`config.mk`:
```
export PLATFORM = sky130hd
export DESIGN_NAME = muldiv_sequencer
export DESIGN_NICKNAME = d
export VERILOG_FILES = /design/src/rtl/muldiv_defs.sv /design/src/rtl/muldiv_core.sv /design/src/rtl/muldiv_sequencer.sv
export SDC_FILE = /design/constraint.sdc
export NUM_CORES = 1
export LEC_CHECK = 0
export CAP_MARGIN = 20
export CORE_ASPECT_RATIO = 0.8
export CORE_MARGIN = 3
export CORE_UTILIZATION = 44
export DETAILED_ROUTE_END_ITERATION = 8
export PLACE_DENSITY = 0.64
export SLEW_MARGIN = 20
export SYNTH_ARGS = -nofsm -noshare
export SYNTH_HDL_FRONTEND = slang
export SYNTH_HIERARCHICAL = 1
export SYNTH_SLANG_ARGS = --single-unit
```
`constraint.sdc`:
```
create_clock -name clock -period 2.83 [get_ports clock]
set_input_delay 0.7075 -clock clock [delete_from_list [all_inputs] [get_ports clock]]
set_output_delay 0.7075 -clock clock [all_outputs]
set_load 0.02 [all_outputs]
```
`src/rtl/muldiv_defs.sv`:
```
// Shared op and state encodings for the iterative multiply/divide unit,
// plus the operand magnitude helper used by the control logic.
`ifndef MULDIV_DEFS_SV
`define MULDIV_DEFS_SV
package muldiv_defs;

  typedef enum logic [1:0] {
    OP_MULT  = 2'd0,
    OP_MULTU = 2'd1,
    OP_DIV   = 2'd2,
    OP_DIVU  = 2'd3
  } op_t;

  typedef enum logic [1:0] {
    ST_IDLE  = 2'd0,
    ST_RUN   = 2'd1,
    ST_FIXUP = 2'd2,
    ST_DONE  = 2'd3
  } state_t;

  localparam int CNT_W = 6;

  function automatic logic [31:0] mag32(input logic [31:0] v, input logic is_signed);
    return (is_signed && v[31]) ? (~v + 32'd1) : v;
  endfunction

endpackage
`endif

```
`src/rtl/muldiv_core.sv`:
```
// 64-bit accumulator/shifter: one shift-add (multiply) or restoring
// shift-subtract (divide) step per asserted step cycle on unsigned magnitudes.
module muldiv_core (
  input  logic        clock,
  input  logic        reset_n,
  input  logic        load,
  input  logic        load_div,
  input  logic        step,
  input  logic [31:0] a_mag,
  input  logic [31:0] b_mag,
  output logic [31:0] acc_hi,
  output logic [31:0] acc_lo
);

  logic [31:0] m_reg;
  logic        div_reg;
  logic [32:0] sum;
  logic [32:0] shifted;
  logic [31:0] trial;
  logic        ge;

  always_comb begin
    sum     = {1'b0, acc_hi} + (acc_lo[0] ? {1'b0, m_reg} : 33'd0);
    shifted = {acc_hi, acc_lo[31]};
    // When ge holds the true difference fits in 32 bits, so the wrap is harmless.
    trial   = shifted[31:0] - m_reg;
    ge      = shifted[32] | (shifted[31:0] >= m_reg);
  end

  always_ff @(posedge clock or negedge reset_n) begin
    if (!reset_n) begin
      m_reg   <= '0;
      div_reg <= 1'b0;
      acc_hi  <= '0;
      acc_lo  <= '0;
    end else if (load) begin
      div_reg <= load_div;
      m_reg   <= load_div ? b_mag : a_mag;
      acc_hi  <= '0;
      acc_lo  <= load_div ? a_mag : b_mag;
    end else if (step) begin
      if (div_reg) begin
        acc_hi <= ge ? trial : shifted[31:0];
        acc_lo <= {acc_lo[30:0], ge};
      end else begin
        acc_hi <= sum[32:1];
        acc_lo <= {sum[0], acc_lo[31:1]};
      end
    end
  end

endmodule

```
`src/rtl/muldiv_sequencer.sv`:
```
// Multiply/divide sequencer: control FSM, sign correction and the
// architectural HI/LO registers around the iterative muldiv_core.
module muldiv_sequencer
  import muldiv_defs::*;
#(
  parameter int ITER = 32
) (
  input  logic        clock,
  input  logic        reset_n,
  input  logic        start,
  input  logic [1:0]  op,
  input  logic [31:0] src_a,
  input  logic [31:0] src_b,
  input  logic        MfOpInD,
  output logic        busy,
  output logic        done,
  output logic [31:0] reg_hi,
  output logic [31:0] reg_lo,
  output logic        mf_stall
);

  localparam logic [CNT_W-1:0] ITER_C = CNT_W'(ITER);

  state_t           state;
  op_t              op_q;
  logic [31:0]      a_q;
  logic             a_neg_q;
  logic             b_neg_q;
  logic             b_zero_q;
  logic [CNT_W-1:0] cnt;

  logic        accept;
  logic        step;
  logic [31:0] acc_hi;
  logic [31:0] acc_lo;
  logic [63:0] neg_prod;
  logic [31:0] fix_hi;
  logic [31:0] fix_lo;

  assign accept   = start && (state == ST_IDLE || state == ST_DONE);
  assign step     = (state == ST_RUN) && (cnt < ITER_C);
  assign mf_stall = MfOpInD & (busy | start);

  muldiv_core u_core (
    .clock    (clock),
    .reset_n  (reset_n),
    .load     (accept),
    .load_div (op[1]),
    .step     (step),
    .a_mag    (mag32(src_a, ~op[0])),
    .b_mag    (mag32(src_b, ~op[0])),
    .acc_hi   (acc_hi),
    .acc_lo   (acc_lo)
  );

  always_comb begin
    neg_prod = ~{acc_hi, acc_lo} + 64'd1;
    fix_hi   = acc_hi;
    fix_lo   = acc_lo;
    case (op_q)
      OP_MULT: if (a_neg_q ^ b_neg_q) {fix_hi, fix_lo} = neg_prod;
      OP_DIV: begin
        if (a_neg_q ^ b_neg_q) fix_lo = ~acc_lo + 32'd1;
        if (a_neg_q)           fix_hi = ~acc_hi + 32'd1;
      end
      default: ;
    endcase
    // Divide by zero returns the raw dividend rather than its magnitude.
    if (b_zero_q) begin
      fix_hi = a_q;
      fix_lo = 32'hFFFF_FFFF;
    end
  end

  always_ff @(posedge clock or negedge reset_n) begin
    if (!reset_n) begin
      state    <= ST_IDLE;
      op_q     <= OP_MULT;
      a_q      <= '0;
      a_neg_q  <= 1'b0;
      b_neg_q  <= 1'b0;
      b_zero_q <= 1'b0;
      cnt      <= '0;
      busy     <= 1'b0;
      done     <= 1'b0;
      reg_hi   <= '0;
      reg_lo   <= '0;
    end else begin
      case (state)
        ST_IDLE, ST_DONE: begin
          done <= 1'b0;
          if (start) begin
            op_q     <= op_t'(op);
            a_q      <= src_a;
            a_neg_q  <= ~op[0] & src_a[31];
            b_neg_q  <= ~op[0] & src_b[31];
            b_zero_q <= op[1] & (src_b == 32'd0);
            cnt      <= '0;
            busy     <= 1'b1;
            state    <= ST_RUN;
          end else begin
            busy  <= 1'b0;
            state <= ST_IDLE;
          end
        end
        ST_RUN: begin
          if (cnt < ITER_C) cnt <= cnt + 1'b1;
          else              state <= ST_FIXUP;
        end
        ST_FIXUP: begin
          reg_hi <= fix_hi;
          reg_lo <= fix_lo;
          done   <= 1'b1;
          busy   <= 1'b0;
          state  <= ST_DONE;
        end
        default: state <= ST_IDLE;
      endcase
    end
  end

endmodule

```
Word level (Yosys, flattened, before mapping)
Cells that the tools add are included.

storage, ports and cells
  bits in registers = 208
  latch bits = 0
  RAM bits = 0
  ROM bits = 0
  bits of input ports = 70
  memories = 0

operators by class
  $add $sub $neg = 8
  multipliers = 0
  div/mod/pow operators = 0
  $lt $le $gt $ge = 2
  eq/ne operators = 7
  shift-type cells = 0
  multiplexer cells = 29
  bitwise operators = 13
  reductions and logical operators = 14

operators by type and width
  operator                                                          number
  32-bit two-way mux                                                18
  32-bit by 1-bit adder with 32-bit output (second input constant)  4
  32-bit NOT                                                        4
  32-bit case mux with 2 select lines                               2
  64-bit by 1-bit adder with 64-bit output (second input constant)  1
  64-bit NOT                                                        1
  32-bit by 33-bit adder with 33-bit output                         1
  32-bit greater-or-equal comparator                                1
  32-bit logical NOT                                                1
  32-bit subtractor                                                 1
  6-bit two-way mux                                                 2
  6-bit case mux with 2 select lines                                1
  6-bit by 1-bit adder with 6-bit output (second input constant)    1
  2-bit == test (second input constant)                             3
  6-bit less-than comparator (second input constant)                1
  2-bit case mux with 3 select lines                                1
  2-bit nonzero test                                                3
  1-bit AND                                                         4
  1-bit logical AND                                                 4
  2-bit logical NOT                                                 2
  2-bit inequality test (second input constant)                     2
  1-bit case mux with 2 select lines                                2
  3-bit AND reduction                                               1
  2-bit by 1-bit == test with 1-bit output (second input constant)  1
  other kinds (9)                                                   11

Longest topological paths before layout
  depth in word-level cells = 6
  mapped depth = 14
  depth with buffers taken out = 13

Cells and area by module
The synthesis kept the hierarchy.

modules (own cells, without submodules)
  module            instances  cells an instance  area an instance (um2)  seq. area each (um2)
  muldiv_core       1          1,179              9,247.6                 2,427.3
  muldiv_sequencer  1          865                7,551.0                 2,777.7

Worst setup path after synthesis
No wires, ideal clock.

  path type = input-to-reg
  from = in src_a[14]
  to = reg u_core.acc_lo[29]
  arrival time = 3.023 ns
  required time = 2.753 ns
  setup slack = -0.271 ns
  cell stages on the path = 8
  path through = or4_4 > or3_4 > or3_4 > or4_4 > o41ai_2 > xnor2_1 > mux2i_1 > a21oi_1

on the way
  word-level cells in the longest chain between the ends = 5

ends and longest elaborated chain
  element                                   RTL line                RTL
  from (decl)                               muldiv_sequencer.sv:12  input logic [31:0] src_a,
  32-bit NOT                                muldiv_defs.sv:24       return (is_signed && v[31]) ? (~v + 32'd1) : v;
  32-bit by 1-bit adder with 32-bit output  muldiv_defs.sv:24
  32-bit two-way mux                        muldiv_defs.sv:24
  32-bit two-way mux                        muldiv_core.sv:40       acc_lo <= load_div ? a_mag : b_mag;
  32-bit two-way mux                        muldiv_core.sv:36       end else if (load) begin
  to (signal assigned)                      muldiv_core.sv:40
  to (signal assigned)                      muldiv_core.sv:44       acc_lo <= {acc_lo[30:0], ge};
  to (signal assigned)                      muldiv_core.sv:47       acc_lo <= {sum[0], acc_lo[31:1]};
  to (decl)                                 muldiv_core.sv:12       output logic [31:0] acc_lo

No other way between the ends.
A chain may end at the register's enable or synchronous reset.

Final worst setup path
  from = reg u_core.m_reg[0]
  to = reg u_core.acc_hi[13]

on the way
  word-level cells in the longest chain between the ends = 6
  elaborated cells between the ends (all ways) = 9
  classes of those cells = add/sub: 2; order compare: 1; mux: 5; bitwise: 1

ends and longest elaborated chain
  element                             RTL line           RTL
  from (decl)                         muldiv_core.sv:15  logic [31:0] m_reg;
  from (signal assigned)              muldiv_core.sv:38  m_reg <= load_div ? b_mag : a_mag;
  32-bit greater-or-equal comparator  muldiv_core.sv:27  ge = shifted[32] | (shifted[31:0] >= m_reg);
  1-bit OR                            muldiv_core.sv:27
  32-bit two-way mux                  muldiv_core.sv:43  acc_hi <= ge ? trial : shifted[31:0];
  32-bit two-way mux (*)              muldiv_core.sv:42  if (div_reg) begin
  32-bit two-way mux (*)              muldiv_core.sv:41  end else if (step) begin
  32-bit two-way mux (*)              muldiv_core.sv:36
  to (signal assigned)                muldiv_core.sv:43
  to (signal assigned)                muldiv_core.sv:46  acc_hi <= sum[32:1];
  to (decl)                           muldiv_core.sv:11  output logic [31:0] acc_hi,

Every way passes the cells marked *; elsewhere a longest branch is shown, timed or not. The select of a mux whose other input is x is not followed.

==> summary.txt <==
Worst Slack Setup Final - -251 ps
final hold violation count - 0
io pins - 137
Clock transition at path regs - 60 ps
critical path class - reg2reg
ANT nets after route - 0
length of the first detailed-routing pass in iterations - 6
Cell Area, Synth - 16800 µm²
list of most frequent post-synthesis cells - 259 x nor2_1, 244 x a21oi_1, 208 x dfrtp_1, 117 x nand2_1, 115 x o21ai_0
total power - 29.3 mW
min cycle time layout - 3080 ps
Fmax achieved - 0.325 GHz
Mapped Cells - 2044
Via Count - 18.4k
largest area contributor in the netlist - dfrtp_1
sequential standard cell area - 5220 µm²
HPWL Detailed - 53200 µm
status - finished, violations left
vias in the first global route - 17.3k
Slew Limit Fails - 0
Num CTS Buffers - 25
Clk Latency, worst-skew pair - 570 ps
Die W - 224 µm
clock skew - 37.3 ps
worst reg2reg endpoint - u_core/acc_hi[13]
Mean Syn Cell Area - 8.22 µm²
htree depth - 1
Yosys reg bits - 208
Worst EP required - 3230 ps
routed len/inst - 22.9 µm
DR iter-0 viols - 2267
maximum vdd drop - 647 µV
Port Buf Inserts - 136
Hold-fix buffers, CTS - 0
Final setup violation count - 36
initial antenna violation count - 1
Final Cycle Share - 1.09
dpl cell area - 21600 µm²
crit path launch type - register
area of the multi-input gates - 12000 µm²
CTS max path bufs - 3
top cell type's share of synthesized area - 0.310
crit path from - u_core/m_reg[0]
Hold Path Class - in2async
share of cells above drive strength 1 - 0.287
final WL - 69800 µm
RR Startpoint - u_core/m_reg[0]
first-pass GRT wire length - 104000 µm
Fillers - 3182
syn_nets - 2188
CTS tree - yes
CTS Sinks - 208
core area - 37400 µm²
post-synthesis sequential area ratio - 0.310
hold slack - 73.0 ps
gr usage total - 0.333
Slew headroom - 0.460
R2R depth - 14
WP data arrival - 3480 ps
largest cells by area after synthesis - dfrtp_1 31%, a21oi_1 7.3%, mux2i_1 6.6%
Initial Util - 0.450
Final Net Count - 2682
count of different cell masters after synthesis - 85
ys flop type - dfrtp_1
count leader, synth - nor2_1
Die ar. - 40600 µm²
num rows - 63
largest net degree at the start of global routing - 128
final instance area - 24000 µm²
failing checks - setup timing
LEAKAGE - 10.8 nW
Die Span Y - 181 µm
Post-synth ARST share - 1.00
Worst setup EP type - register
number of flops mapped to enable cells by yosys - 0
Root Buffer - clkbuf_16
CP max FO - 6
pin slew with the least headroom to its limit - 809 ps
Yosys warning total - 6
Power Density - 1220 nW/µm²
Via density - 6.04
area grow syn2layout - 42.6%
RSZ-0062 raised after global routing - yes
Fin Setup TNS - -5060 ps
max-cap violations - 0
RePlAce Congestion - 0.979
GRT overflow - 0
R2R Setup Slk - -250 ps
DR DRC count - 0
## placed cells by master, fill, tap and decap left out, types with 8 or more instances in the layout
| master | Yosys | routed |
|---|---|---|
| or4_4 | 3 | 9 |
| clkdlybuf4s50_1 | 0 | 114 |
| ha_4 | 0 | 17 |
| nor3_1 | 46 | 43 |
| a221o_1 | 14 | 14 |
| xor2_1 | 67 | 64 |
| a21oi_2 | 0 | 19 |
| o21ai_1 | 4 | 21 |
| a21o_1 | 30 | 30 |
| buf_6 | 2 | 27 |
| inv_1 | 65 | 56 |
| buf_12 | 0 | 11 |
| dfrtp_1 | 208 | 197 |
| o21a_1 | 14 | 14 |
| mux2i_1 | 111 | 110 |
| o41ai_1 | 14 | 10 |
| o21ai_2 | 0 | 12 |
| ha_1 | 72 | 51 |
| buf_4 | 2 | 410 |
| dfrtp_2 | 0 | 11 |
| and3_1 | 34 | 34 |
| o21ai_0 | 115 | 85 |
| o211ai_1 | 17 | 17 |
| nor2b_1 | 12 | 10 |
| a31oi_1 | 30 | 30 |
| or3_1 | 20 | 19 |
| a21oi_1 | 244 | 221 |
| nor2_1 | 259 | 248 |
| and2_1 | 38 | 38 |
| xnor2_1 | 92 | 86 |
| nand2b_1 | 15 | 14 |
| o31ai_1 | 26 | 20 |
| nand4_1 | 21 | 21 |
| nand2_1 | 117 | 108 |
| nand3_1 | 30 | 28 |
| nor3b_1 | 9 | 8 |
| clkbuf_16 | 0 | 25 |
| nor4_1 | 29 | 18 |
| mux2_2 | 41 | 36 |
## cell families (layout without fill, tap and decap cells)
group / after synthesis / in the layout / share of synthesized area
AOI/OAI and AO/OA: 591 / 591 / 0.217
xor gates and xnor gates: 159 / 159 / 0.0829
adders and majority gates: 74 / 74 / 0.0560
buffers and inverters: 184 / 696 / 0.0430
DFF: 208 / 208 / 0.310
muxes: 154 / 154 / 0.0950
other: 0 / 1 / 0
and+or+nand+nor: 674 / 674 / 0.196
## metrics by stage
stage          utilization  std cells  worst slack [ps]
2_1_floorplan            -       2044              -270
3_3_place_gp         0.579       2957              -750
3_5_place_dp         0.579       2957              -826
4_1_cts              0.621       3024              -286
5_1_grt              0.641       3043              -420
6_report             0.641       3044              -251
## report_power, final
| part | switching [mW] | internal, mW | leakage (nW) |
|---|---|---|---|
| sequential | 1.40 | 4.33 | 2.44 |
| clock | 1.42 | 2.10 | 0.424 |
| combinational | 11.1 | 8.99 | 7.94 |
## repair_timing
action,in CTS,in global routing
setup buffers,21,21
gates resized for setup,140,145
cloned,3,1
endpoints found under the setup margin,62,68
pin swaps,74,82
## cell type report
type | instances | share of cell area
diodes | 1 | 0.000104
clock buffers | 34 | 0.0292
clock inverters | 11 | 0.00721
inverters | 66 | 0.0106
multi-input cells | 1652 | 0.501
flip-flops and latches | 208 | 0.218
well taps | 487 | 0.0254
repair buffers | 585 | 0.209
## critical path, cell delays in order (launching register included)
cell      delay (ps)
dfrtp_1          390
buf_6            140
ha_4             160
fa_2             390
nor2b_2          150
o31a_1           190
o21bai_2         110
a21oi_2          220
nor3_4            80
buf_6            130
nor2_4           200
buf_6            210
mux2_2           350
a21oi_1          140
nor3_1            70
## how the worst max path moves through the flow
stage / depth (start not counted) / to
2_1_floorplan: 8 / u_core/acc_lo[29]
3_3_place_gp: 9 / u_core/acc_lo[29]
5_1_grt: 15 / u_core/acc_hi[21]
3_5_place_dp: 9 / u_core/m_reg[29]
6_report: 14 / u_core/acc_hi[13]
4_1_cts: 14 / u_core/acc_hi[14]
## per-layer routing
| metal | track usage | wire length (µm) |
|---|---|---|
| met1 | 0.496 | 30700 |
| met2 | 0.477 | 29000 |
| met3 | 0.0651 | 7150 |
| met4 | 0.122 | 2870 |
| met5 | 0 | 11 |
Power figures use the tool's default switching activity.
